## config.mk

```make
export PLATFORM = sky130hd
export DESIGN_NAME = mult8_op_sequencer
export DESIGN_NICKNAME = d
export VERILOG_FILES = /design/src/rtl/mult8_op_sequencer.sv
export SDC_FILE = /design/constraint.sdc
export NUM_CORES = 1
export LEC_CHECK = 0
export BUFFER_PORTS_ARGS = -buffer_cell sky130_fd_sc_hd__buf_2
export CAP_MARGIN = 30
export CORE_ASPECT_RATIO = 0.75
export CORE_UTILIZATION = 25
export DETAILED_ROUTE_END_ITERATION = 12
export GPL_TIMING_DRIVEN = 0
export PLACE_DENSITY = 0.58
export SLEW_MARGIN = 10
export SYNTH_ARGS = -nofsm -noshare
export SYNTH_HDL_FRONTEND = slang
export SYNTH_SLANG_ARGS = --single-unit
```

## constraint.sdc

```tcl
create_clock -name clk -period 1.91 [get_ports clk]
set_input_delay 0.191 -clock clk [delete_from_list [all_inputs] [get_ports clk]]
set_output_delay 0.191 -clock clk [all_outputs]
set_load 0.01 [all_outputs]
```

## src/rtl/mult8_op_sequencer.sv

```systemverilog
// Operand/result handshake wrapper around the 8-bit multiplier control unit and datapath.
// Latency: accept->mul_start 1 cycle, mul_done->out_valid 1 cycle; stalls in HOLD until out_ready.
module mult8_op_sequencer #(
  parameter int DATA_W  = 8,
  parameter int TIMEOUT = 64,
  parameter int CNT_W   = 8
) (
  input  logic                  clk,
  input  logic                  RESET,
  input  logic                  in_valid,
  output logic                  in_ready,
  input  logic [DATA_W-1:0]     in_x,
  input  logic [DATA_W-1:0]     in_y,
  output logic [DATA_W-1:0]     mul_x,
  output logic [DATA_W-1:0]     mul_y,
  output logic                  mul_start,
  output logic                  mul_rst,
  input  logic                  mul_done,
  input  logic [2*DATA_W-1:0]   mul_res,
  output logic                  out_valid,
  input  logic                  out_ready,
  output logic [2*DATA_W-1:0]   out_res,
  output logic                  timeout_err,
  output logic [CNT_W-1:0]      op_count
);

  localparam int TO_W = $clog2(TIMEOUT);

  localparam logic [2:0] ST_IDLE  = 3'd0;
  localparam logic [2:0] ST_START = 3'd1;
  localparam logic [2:0] ST_RUN   = 3'd2;
  localparam logic [2:0] ST_HOLD  = 3'd3;
  localparam logic [2:0] ST_ABORT = 3'd4;

  localparam logic [TO_W-1:0]  TO_LAST = TO_W'(TIMEOUT - 1);
  localparam logic [TO_W-1:0]  TO_ONE  = TO_W'(1);
  localparam logic [CNT_W-1:0] CNT_ONE = CNT_W'(1);

  logic [2:0]            state_q, state_d;
  logic [TO_W-1:0]       to_cnt_q, to_cnt_d;
  logic [DATA_W-1:0]     mul_x_q, mul_x_d;
  logic [DATA_W-1:0]     mul_y_q, mul_y_d;
  logic [2*DATA_W-1:0]   out_res_q, out_res_d;
  logic                  timeout_err_q, timeout_err_d;
  logic [CNT_W-1:0]      op_count_q, op_count_d;

  always_comb begin
    state_d       = state_q;
    to_cnt_d      = to_cnt_q;
    mul_x_d       = mul_x_q;
    mul_y_d       = mul_y_q;
    out_res_d     = out_res_q;
    timeout_err_d = timeout_err_q;
    op_count_d    = op_count_q;
    case (state_q)
      ST_IDLE: begin
        if (in_valid) begin
          mul_x_d = in_x;
          mul_y_d = in_y;
          state_d = ST_START;
        end
      end
      ST_START: begin
        // A DONE still high from the previous op is deliberately not looked at here.
        to_cnt_d = '0;
        state_d  = ST_RUN;
      end
      ST_RUN: begin
        to_cnt_d = to_cnt_q + TO_ONE;
        if (mul_done) begin
          out_res_d = mul_res;
          state_d   = ST_HOLD;
        end else if (to_cnt_q == TO_LAST) begin
          state_d = ST_ABORT;
        end
      end
      ST_HOLD: begin
        if (out_ready) begin
          op_count_d = op_count_q + CNT_ONE;
          state_d    = ST_IDLE;
        end
      end
      ST_ABORT: begin
        timeout_err_d = 1'b1;
        state_d       = ST_IDLE;
      end
      default: state_d = ST_IDLE;
    endcase
  end

  always_ff @(posedge clk) begin
    if (RESET) begin
      state_q       <= ST_IDLE;
      to_cnt_q      <= '0;
      mul_x_q       <= '0;
      mul_y_q       <= '0;
      out_res_q     <= '0;
      timeout_err_q <= 1'b0;
      op_count_q    <= '0;
    end else begin
      state_q       <= state_d;
      to_cnt_q      <= to_cnt_d;
      mul_x_q       <= mul_x_d;
      mul_y_q       <= mul_y_d;
      out_res_q     <= out_res_d;
      timeout_err_q <= timeout_err_d;
      op_count_q    <= op_count_d;
    end
  end

  assign in_ready    = (state_q == ST_IDLE) && !RESET;
  assign mul_start   = (state_q == ST_START);
  assign mul_rst     = (state_q == ST_ABORT);
  assign out_valid   = (state_q == ST_HOLD);
  assign mul_x       = mul_x_q;
  assign mul_y       = mul_y_q;
  assign out_res     = out_res_q;
  assign timeout_err = timeout_err_q;
  assign op_count    = op_count_q;

endmodule

```

==> results.cfg <==
[worst_setup_path]
worst-path-max-fanout = 10
worst-path-stages = 6
cp_top_delay_family = simple AND/OR/NAND/NOR gates
cp-end-kind = flop
timing_worst_setup_path_type = flop to flop
timing.critical_path.slowest_cell_delay_ps = 310
data_arrival_time_of_the_worst_path_ps = 1770
cp_max_delay_cell = dfxtp_1
critical_path.cell_chain = buf_6, nor3b_4, nand2_1, clkbuf_1, nand2_1, a21oi_1
worstSetupStartpointType = flop
worstPathBufferInverterCount = 2
timing.reg2reg.worst_path_depth = 6
critical_path_required_ps = 2070
critical-path-top-cell-by-count = nand2_1

[global_routing]
grt_max_degree = 14
antenna_found_initial = 0
grt_pass1_vias = 1711
grt_first_pass_wirelength_um = 7870
globalRoute.totalOverflow = 0
track_usage_pct = 11.7

[cells_and_area]
area_growth_pct = 29.9
multi_input_comb_area_um2 = 918
finalCoreUtilization_pct = 33.5
layout.cell_area.non_filler_um2 = 2640
layout.area.seq_um2 = 1000
drive_gt1_share_pct = 30.7
fillCellCount = 866
nets = 371
insertedDiodeCount = 0

[min_path]
hold_path_depth = 3
hold_class = input pin to flop

[floorplan]
floorplan.die.height_um = 80.1
die_w_um = 106
dieArea_um2 = 8500
rows = 28
floorplan.core_area_um2 = 7880
start_util_pct = 25.8
io_pins = 82

[synth]
ys_seq_elements = 50
synth_largest_area_cell = dfxtp_1
synth_edf_count = 0
syn_inst = 245
synth-async-reset-ratio_pct = 0
share_of_synthesized_area_occupied_by_flip_flops_and_latches_pct = 49.3
mappedNetlistNets = 284
avgSynthCellArea_um2 = 8.29
synth_cell_type_count = 37
synthesis.yosys.warnings = 0
synth_flop_cell = dfxtp_1
synth.top_cell.area_share_pct = 49.3
netlist_top_cells_area = dfxtp_1 (49%), nand2_1 (13%), a21oi_1 (9.6%)
synth.cell_area_um2 = 2030

[drt]
drt_first_pass_iters = 4
drt_drc_violations_left = 0
routed_wire_length_per_instance_um = 11.1
antenna_violating_nets_post_route = 0
vias = 1876
vias_per_cell = 4.29
drt-total-wl_um = 4870
drtIter0Drc = 58

[power]
proportion_of_power_drawn_by_the_clock_network_pct = 27.0
share_comb_of_total_power_pct = 19.5
swShare_pct = 28.3
power.share.sequential_pct = 53.4
leakage_uw = 0.00115
net-switching-power_uw = 601
internal-power_uw = 1520
irDropWorstVdd_v = 0.000258
power.density_cell_area_nw_per_um2 = 805

[placed_design]
detailedPlacementHpwl_um = 3620
place_area_um2 = 2560
place_congestion = 0.715
io_buffer_count = 80

[clocking]
numClockSinks = 50
cts_root_buffer = clkbuf_8
number_of_setup_buffers_added_after_cts = 0
cts_repair_resizes = 0
cts_tree = built
cts_clock_pin_slew_for_the_worst_setup_and_hold_paths_ps = 90
cts.path.max_buffers = 2
cts_inserted_buffers = 5
ctsHtreeMaxLevel = 2
clkLatencyLatePin_ps = 290
cts_hold_repair.buffers = 0

[sta]
final.hold.worst_slack_ps = 123
final_min_period_over_clock_period_pct = 84.7
timing.fmax_mhz = 618
min_period_ps = 1620
final.setup_skew_ps = 8.99
timing_worst_slew_pin_value_ps = 546
rsz0062_at_grt = no
final-hold-violation-count = 0
final_report_max_slew_violation_count = 0
slew-limit-headroom_pct = 63.6
setup_tns_ps = 0
count_of_endpoints_failing_setup_in_the_final_report = 0

[run_status]
run_status = finished, final reports clean

[flow_run]
maxCapViolations = 0
-- layer usage --
metal  vias to the layer above  track usage (%)  routed length [µm]
met5                         -                0                   0
met4                         0             2.92                   8
met3                         2             3.57                 285
met2                        48             18.4                2110
met1                       839             15.6                2470
li1                        987                -                   -
-- power groups by stage --
stage | clock [µW] | sequential (µW) | combinational (µW)
after global placement | 0 | 1160 | 415
after global routing | 653 | 1150 | 470
final | 574 | 1140 | 415
after CTS | 618 | 1140 | 422
after floorplan | 0 | 1180 | 239
after detailed placement | 0 | 1160 | 421
-- worst paths after layout --
| path | startpoint | to | slack (ps) |
|---|---|---|---|
| worst max-delay path | state_q[2] | out_res[0] | 290 |
| worst min-delay path | in_y[5] | mul_y[5] | 120 |
| worst max register to register | state_q[2] | out_res[0] | 290 |
| worst min register to register | mul_y[5] | mul_y[5] | 450 |
-- flip-flops by register name, summed over array words and instances, names as in the netlist --
name,cells
timeout_err,1
mul_x,8
to_cnt_q,6
mul_y,8
out_res,16
state_q,3
op_count,8
-- synth_stat cells (all sizes together), types with 3 or more instances --
master and instances:
xnor2 4, nor3 6, nand2 73, nor2 13
nand4 3, inv 3, and3 3, clkbuf 8
xor2 3, a21oi 39, dfxtp 50, nand3 4
nor4 3, a211oi 3, buf 9
-- tightest hold or removal path, cell delays in order --
cell	delay, ps
buf_2	90
nand2_1	40
a21oi_1	50
-- layout by cell type, fill, tap and decap left out, drive strengths merged, types with 4 or more instances in the layout --
| cell type | Yosys | final |
|---|---|---|
| buf | 9 | 89 |
| nand3 | 4 | 4 |
| a21oi | 39 | 39 |
| xnor2 | 4 | 4 |
| nand2 | 73 | 73 |
| dfxtp | 50 | 50 |
| clkbuf | 8 | 15 |
| nor3 | 6 | 6 |
| nor2 | 13 | 13 |
-- metrics by stage --
stage	setup WS (ps)	instances	power (µW)
2_1_floorplan	600	245	1420
3_3_place_gp	294	430	1570
3_5_place_dp	266	430	1580
4_1_cts	252	437	2180
5_1_grt	117	437	2270
6_report	293	437	2130
-- logic make-up (layout without fill, tap and decap cells) --
group / after synthesis / in the layout / synth area share [%]
buffers and inverters: 20 / 107 / 5.54
AND/OR/NAND/NOR: 116 / 116 / 27.0
adder cells (fa/ha/maj): 2 / 2 / 1.23
flip-flops: 50 / 50 / 49.3
XOR/XNOR: 7 / 7 / 3.02
AO/OA/AOI/OAI: 49 / 49 / 13.5
multiplexers: 1 / 1 / 0.493
-- layout make-up --
type | count | area share (%)
Buffer | 17 | 3.84
Clock buffer | 7 | 2.89
Inverter | 3 | 0.427
Multi-Input combinational cell | 175 | 34.8
Sequential cell | 50 | 37.9
Tap cell | 105 | 4.98
Timing Repair Buffer | 80 | 15.2
(Power assumes the default switching activity.)
